**src/rtl/xif_aes_sequencer_pkg.sv**
```systemverilog
`default_nettype none
// ============================================================================
// Module   : xif_aes_sequencer_pkg
// Purpose  : Shared AES32 decode constants, queue types and FSM states.
// Revision : 1.0
// ============================================================================
package xif_aes_sequencer_pkg;

    localparam logic [6:0] AES32     = 7'b0110011;
    localparam logic [4:0] AES32ESI  = 5'b10001;
    localparam logic [4:0] AES32ESMI = 5'b10011;
    localparam logic [4:0] AES32DSI  = 5'b10101;
    localparam logic [4:0] AES32DSMI = 5'b10111;

    typedef enum logic [1:0] {
        PEND      = 2'd0,
        COMMITTED = 2'd1,
        KILLED    = 2'd2
    } entry_status_e;

    typedef enum logic [1:0] {
        IDLE = 2'd0,
        EXEC = 2'd1,
        RESP = 2'd2
    } seq_state_e;

    // The instruction id lives beside this struct because its width is a
    // parameter of the sequencer.
    typedef struct packed {
        entry_status_e status;
        logic [31:0]   rs1;
        logic [31:0]   rs2;
        logic [1:0]    bs;
        logic [3:0]    op;
        logic [4:0]    rd;
    } entry_t;

    // One-hot {encsm, encs, decsm, decs}; zero when the word is not AES32.
    function automatic logic [3:0] aes32_op(input logic [31:0] instr);
        logic [3:0] op;
        op = 4'b0000;
        if (instr[6:0] == AES32) begin
            case (instr[29:25])
                AES32ESMI: op = 4'b1000;
                AES32ESI:  op = 4'b0100;
                AES32DSMI: op = 4'b0010;
                AES32DSI:  op = 4'b0001;
                default:   op = 4'b0000;
            endcase
        end
        return op;
    endfunction

endpackage
`default_nettype wire

```
**src/rtl/xif_aes_sequencer.sv**
```systemverilog
`default_nettype none
// ============================================================================
// Module   : xif_aes_sequencer
// Purpose  : In-order XIF offload queue that feeds an external AES32 unit.
//            Macro XIF_AES_SEQ_SPEC_EXEC_EN allows dispatch of uncommitted heads.
// Revision : 1.0
// ============================================================================
module xif_aes_sequencer
    import xif_aes_sequencer_pkg::*;
#(
    parameter int X_ID_WIDTH = 4,
    parameter int DEPTH      = 4
) (
    input  logic                  clk,
    input  logic                  rst_n,
    input  logic                  issue_valid_i,
    output logic                  issue_ready_o,
    input  logic [31:0]           issue_instr_i,
    input  logic [X_ID_WIDTH-1:0] issue_id_i,
    input  logic [31:0]           issue_rs1_i,
    input  logic [31:0]           issue_rs2_i,
    output logic                  issue_accept_o,
    input  logic                  commit_valid_i,
    input  logic [X_ID_WIDTH-1:0] commit_id_i,
    input  logic                  commit_kill_i,
    output logic                  fu_valid_o,
    output logic [31:0]           fu_rs1_o,
    output logic [31:0]           fu_rs2_o,
    output logic [1:0]            fu_bs_o,
    output logic [3:0]            fu_op_o,
    input  logic                  fu_ready_i,
    input  logic [31:0]           fu_rd_i,
    output logic                  result_valid_o,
    input  logic                  result_ready_i,
    output logic [X_ID_WIDTH-1:0] result_id_o,
    output logic [31:0]           result_data_o,
    output logic [4:0]            result_rd_o,
    output logic                  result_we_o
);

    localparam int               PTR_W    = (DEPTH > 1) ? $clog2(DEPTH) : 1;
    localparam int               CNT_W    = PTR_W + 1;
    localparam logic [CNT_W-1:0] FULL_CNT = CNT_W'(DEPTH);

    entry_t                entry_q [DEPTH];
    logic [X_ID_WIDTH-1:0] id_q    [DEPTH];
    logic [DEPTH-1:0]      valid_q;
    logic [PTR_W-1:0]      wr_ptr_q;
    logic [PTR_W-1:0]      rd_ptr_q;
    logic [CNT_W-1:0]      count_q;
    seq_state_e            state_q;
    logic [X_ID_WIDTH-1:0] res_id_q;
    logic [31:0]           res_data_q;
    logic [4:0]            res_rd_q;

    logic [3:0]    w_issue_op;
    entry_status_e w_issue_status;
    entry_t        w_head;
    logic          w_head_vld;
    logic          w_push;
    logic          w_pop;
    logic          w_unused;

    assign w_issue_op     = aes32_op(issue_instr_i);
    assign issue_ready_o  = (count_q != FULL_CNT);
    assign issue_accept_o = issue_valid_i & issue_ready_o & (w_issue_op != 4'b0000);
    assign w_push         = issue_accept_o;
    assign w_head         = entry_q[rd_ptr_q];
    assign w_head_vld     = valid_q[rd_ptr_q];
    assign w_unused       = ^issue_instr_i[24:12];

    // A commit for the id being enqueued lands directly in the new entry.
    always_comb begin
        w_issue_status = PEND;
        if (commit_valid_i && (commit_id_i == issue_id_i)) begin
            w_issue_status = commit_kill_i ? KILLED : COMMITTED;
        end
    end

    always_comb begin
        w_pop = 1'b0;
        case (state_q)
            IDLE: w_pop = w_head_vld && (w_head.status == KILLED);
`ifdef XIF_AES_SEQ_SPEC_EXEC_EN
            EXEC: w_pop = fu_ready_i && (w_head.status == KILLED);
            RESP: w_pop = (w_head.status == KILLED) ||
                          ((w_head.status == COMMITTED) && result_ready_i);
`else
            RESP: w_pop = result_ready_i;
`endif
            default: w_pop = 1'b0;
        endcase
    end

    // Payload storage needs no reset: valid_q alone decides occupancy.
    always_ff @(posedge clk) begin
        for (int i = 0; i < DEPTH; i++) begin
            if (valid_q[i] && commit_valid_i && (id_q[i] == commit_id_i)) begin
                entry_q[i].status <= commit_kill_i ? KILLED : COMMITTED;
            end
        end
        if (w_push) begin
            entry_q[wr_ptr_q] <= '{status: w_issue_status,
                                   rs1:    issue_rs1_i,
                                   rs2:    issue_rs2_i,
                                   bs:     issue_instr_i[31:30],
                                   op:     w_issue_op,
                                   rd:     issue_instr_i[11:7]};
            id_q[wr_ptr_q]    <= issue_id_i;
        end
    end

    always_ff @(posedge clk or negedge rst_n) begin
        if (!rst_n) begin
            valid_q  <= '0;
            wr_ptr_q <= '0;
            rd_ptr_q <= '0;
            count_q  <= '0;
        end else begin
            if (w_pop) begin
                valid_q[rd_ptr_q] <= 1'b0;
                rd_ptr_q          <= rd_ptr_q + 1'b1;
            end
            if (w_push) begin
                valid_q[wr_ptr_q] <= 1'b1;
                wr_ptr_q          <= wr_ptr_q + 1'b1;
            end
            case ({w_push, w_pop})
                2'b10:   count_q <= count_q + 1'b1;
                2'b01:   count_q <= count_q - 1'b1;
                default: count_q <= count_q;
            endcase
        end
    end

    always_ff @(posedge clk or negedge rst_n) begin
        if (!rst_n) begin
            state_q    <= IDLE;
            res_id_q   <= '0;
            res_data_q <= '0;
            res_rd_q   <= '0;
        end else begin
            case (state_q)
                IDLE: begin
`ifdef XIF_AES_SEQ_SPEC_EXEC_EN
                    if (w_head_vld && (w_head.status != KILLED)) begin
                        state_q <= EXEC;
                    end
`else
                    if (w_head_vld && (w_head.status == COMMITTED)) begin
                        state_q <= EXEC;
                    end
`endif
                end
                EXEC: begin
                    if (fu_ready_i) begin
                        if (w_pop) begin
                            state_q <= IDLE;
                        end else begin
                            state_q    <= RESP;
                            res_id_q   <= id_q[rd_ptr_q];
                            res_data_q <= fu_rd_i;
                            res_rd_q   <= w_head.rd;
                        end
                    end
                end
                RESP: begin
                    if (w_pop) begin
                        state_q <= IDLE;
                    end
                end
                default: state_q <= IDLE;
            endcase
        end
    end

    assign fu_valid_o = (state_q == EXEC);
    assign fu_rs1_o   = fu_valid_o ? w_head.rs1 : '0;
    assign fu_rs2_o   = fu_valid_o ? w_head.rs2 : '0;
    assign fu_bs_o    = fu_valid_o ? w_head.bs  : '0;
    assign fu_op_o    = fu_valid_o ? w_head.op  : '0;

`ifdef XIF_AES_SEQ_SPEC_EXEC_EN
    // A speculatively executed head only writes back once it is committed.
    assign result_valid_o = (state_q == RESP) && (w_head.status == COMMITTED);
`else
    assign result_valid_o = (state_q == RESP);
`endif
    assign result_we_o    = result_valid_o;
    assign result_id_o    = res_id_q;
    assign result_data_o  = res_data_q;
    assign result_rd_o    = res_rd_q;

endmodule
`default_nettype wire

```
**config.mk**
```make
export PLATFORM = sky130hd
export DESIGN_NAME = xif_aes_sequencer
export DESIGN_NICKNAME = d
export VERILOG_FILES = /design/src/rtl/xif_aes_sequencer_pkg.sv /design/src/rtl/xif_aes_sequencer.sv
export SDC_FILE = /design/constraint.sdc
export NUM_CORES = 1
export LEC_CHECK = 0
export ABC_CLOCK_PERIOD_IN_PS = 4100
export BUFFER_PORTS_ARGS = -buffer_cell sky130_fd_sc_hd__buf_2
export CORE_UTILIZATION = 50
export CTS_BUF_LIST = sky130_fd_sc_hd__clkbuf_4 sky130_fd_sc_hd__clkbuf_8 sky130_fd_sc_hd__clkbuf_16
export DETAILED_ROUTE_END_ITERATION = 6
export PLACE_DENSITY = 0.74
export SLEW_MARGIN = 20
export SYNTH_ARGS = -nofsm -noshare
export SYNTH_HDL_FRONTEND = slang
export SYNTH_SLANG_ARGS = --single-unit
```
**constraint.sdc**
```tcl
create_clock -name clk -period 4.1 [get_ports clk]
set_input_delay 0.82 -clock clk [delete_from_list [all_inputs] [get_ports clk]]
set_output_delay 0.82 -clock clk [all_outputs]
set_load 0.05 [all_outputs]
```
==> out/results.txt <==
Height of the die: 174 um
NumNets Final: 1,140
Place WS: 816 ps
Vias in the first global route: 8,099
Synth warn: 0
CP startpoint kind: input port
Post-layout min period: 3270 ps
Comb pwr share: 7.3%
Top post-synthesis cells by area: edfxtp_1 (66%), mux4_2 (12%), dfrtp_1 (9.1%)
Final period utilization: 79.6%
RSZ-0062 raised after global routing: false
Routed wire length: 28.5 mm
#FFs+latches synth: 378
HP Class: in -> async
Global-route wire length before repair: 44.5 mm
Crit path required time: 3280 ps
Slew headroom: 65.9%
Worst Tran Pin Value: 511 ps
Avg Vias per Cell: 5.34
Synth Area in Simple Gates: 4.70%
Syn_area_per_cell: 20.6 um2
TritonCTS clock tree: built
WP data arrival: 2450 ps
Synth Area in Adders: 0.894%
Lkg Pwr: 6.87 nW
Net Sw Power: 0.00167 W
Final Setup Violations: 0
Worst-Skew Late Latency: 510 ps
Post-synth top cells: edfxtp_1 (324), mux4_2 (82), and2_1 (75), dfrtp_1 (54), mux2_2 (41)
Net Sw Frac: 20.1%
Setup crit end kind: primary output
Total GRT Usage: 19.2%
Port Buffers: 245
Primary FF master, synth: edfxtp_1
Die area: 30,400 um2
Vias: 7,462
Num CTS Buffers: 39
Synth Area in XOR/XNOR: 1.48%
Cell Area, Synth: 14,800 um2
Area leader, netlist: edfxtp_1
Wire length per cell: 20.4 um
Non-filler cells, final: 1,398
Fraction of registers with async set/reset: 14.3%
Pwr/cell area: 465 nW/um2
Compound-Gate Fraction of Synth Area: 1.16%
Design area: 17,900 um2
Initial Util: 51.3%
Setup Fix Bufs, Post-CTS: 0
First-pass detailed-route iteration total: 4
Clock-pin slew on the worst setup and hold paths: 60 ps
Final GP Congestion: 0.779
DPL Wire Length: 17.6 mm
Final ANT Viol Nets: 0
Syn_nets: 874
Final WS setup: 835 ps
Post-CTS sizing: 0
Clock sinks: 378
Skew final: 8.00 ps
Cell with the most instances after synthesis: edfxtp_1
Status: completed
Post-synthesis instance total: 721
Share of cells above drive strength 1: 45.4%
Htree depth: 2
Fin. Hold Viols: 0
Slew Viols, Final: 0
Sequential element share of the synthesized area: 74.7%
Main combinational cell family by area after synthesis: multiplexers
Register share of total power: 50.6%
Number of max-cap violations: 0
Core area: 28,900 um2
Maximum clock rate: 0.306 GHz
Placed Instances: 1,330
Top cell type's share of synthesized area: 65.6%
Critical path origin: issue_instr_i[2]
Drc violations: 0
Io pins: 259
Clock buffer depth: 3
Die width: 174 um
Placed Area: 16,600 um2
Largest net degree at the start of global routing: 80
Internal: 0.00666 W
Worst vdd ir: 0.000347 V
Crit Reg-Reg Startpoint: rd_ptr_q[0]$_DFFE_PN0N_
Global route total overflow: 0
DRT iter0 DRCs: 367
Yosys cell types: 39
Cell Rows: 62
Critical path class: in -> out
Root buf cell: clkbuf_16
Crit Path Max Fanout: 11
Initial antenna violation count: 6
Clock share of power: 42.1%
TNS Setup: 0 ps
Hold Buf Count CTS: 0
P&R area growth vs syn: 20.8%
Number of synthesized flops with an enable pin: 324
Mux cell area share after synthesis: 15.7%
logic make-up (layout without fill, tap and decap cells):
kind of cell,after synthesis,after routing
flops,378,378
mux,125,125
simple gates,112,112
buf+inv,46,335
compound gates,25,25
xor+xnor,25,25
fa+ha+maj,10,10
other cells,0,4
path summary, 6_finish.rpt:
path / to / slack (ps) / depth (start not counted)
min in group clk: count_q[2]$_DFFE_PN0P_ / 470 / 1
setup reg to reg: count_q[2]$_DFFE_PN0P_ / 1280 / 10
setup / recovery: issue_accept_o / 830 / 6
hold reg to reg: count_q[2]$_DFFE_PN0P_ / 470 / 1
max in group asynchronous: result_data_o[19]$_DFFE_PN0P_ / 3050 / 2
hold / removal: state_q[0]$_DFFE_PN0P_ / 260 / 1
per-layer routing:
metal  GRT usage, %  share of wire (%)  vias up
met2           32.9                 50      255
li1               -                  -     3380
met5              0               0.12        -
met3           5.53                7.5       49
met1           23.5                 40     3772
met4           5.77                2.3        6
state kept, by name (all words and copies together) (netlist names), 3 cells and up:
name and count:
result_rd_o 5, count_q 3, result_data_o 32, valid_q 4, id_q 16, result_id_o 4, entry_q 308
power groups by stage:
stage / registers [W] / clock network (W) / logic (W)
6_report: 0.00422 / 0.00350 / 0.000611
5_1_grt: 0.00422 / 0.00373 / 0.000666
4_1_cts: 0.00422 / 0.00359 / 0.000626
3_5_place_dp: 0.00430 / 0 / 0.000623
3_3_place_gp: 0.00430 / 0 / 0.000608
2_1_floorplan: 0.00434 / 0 / 0.000376
critical path, stage by stage:
cell and delay, ps:
buf_2 90, nand4bb_1 220, nor4b_1 330, buf_4 210
and3_1 430, buf_2 350
layout make-up:
cell class | count | area, um2
Clock inverter | 13 | 166
Tap cell | 384 | 480
Fill cell | 2039 | 11000
Antenna cell | 4 | 10.0
Sequential cell | 378 | 11100
Multi-Input combinational cell | 297 | 3570
Clock buffer | 51 | 1120
Inverter | 10 | 37.5
Timing Repair Buffer | 261 | 1450
layout by cell type, fill, tap and decap left out, types with 2 or more instances in the layout:
master and count:
buf_4 8, clkbuf_4 7, bufinv_16 4, a21oi_1 4
o21ai_0 10, buf_12 8, clkbuf_16 41, and2_1 71
ha_1 9, nor2b_1 4, xor2_1 5, mux2_2 41
clkinv_2 7, dfrtp_1 52, a21boi_0 4, clkbuf_8 3
diode_2 4, mux4_2 82, edfxtp_1 324, dfrtp_4 2
and2_4 4, a22o_1 4, nand3_1 8, and3_1 2
inv_1 10, nand2_1 8, buf_2 245, nor2_1 4
xnor2_1 20
per-stage QoR:
stage                     total power [W]  utilization (%)  hold slack (ps)
after floorplan                   0.00472                -              434
after global placement            0.00490             57.5              452
after detailed placement          0.00492             57.5              452
after CTS                         0.00843             61.9              258
after global routing              0.00861             61.9              293
final                             0.00833             61.9              262
No activity file was read; power rests on OpenSTA's default activity.
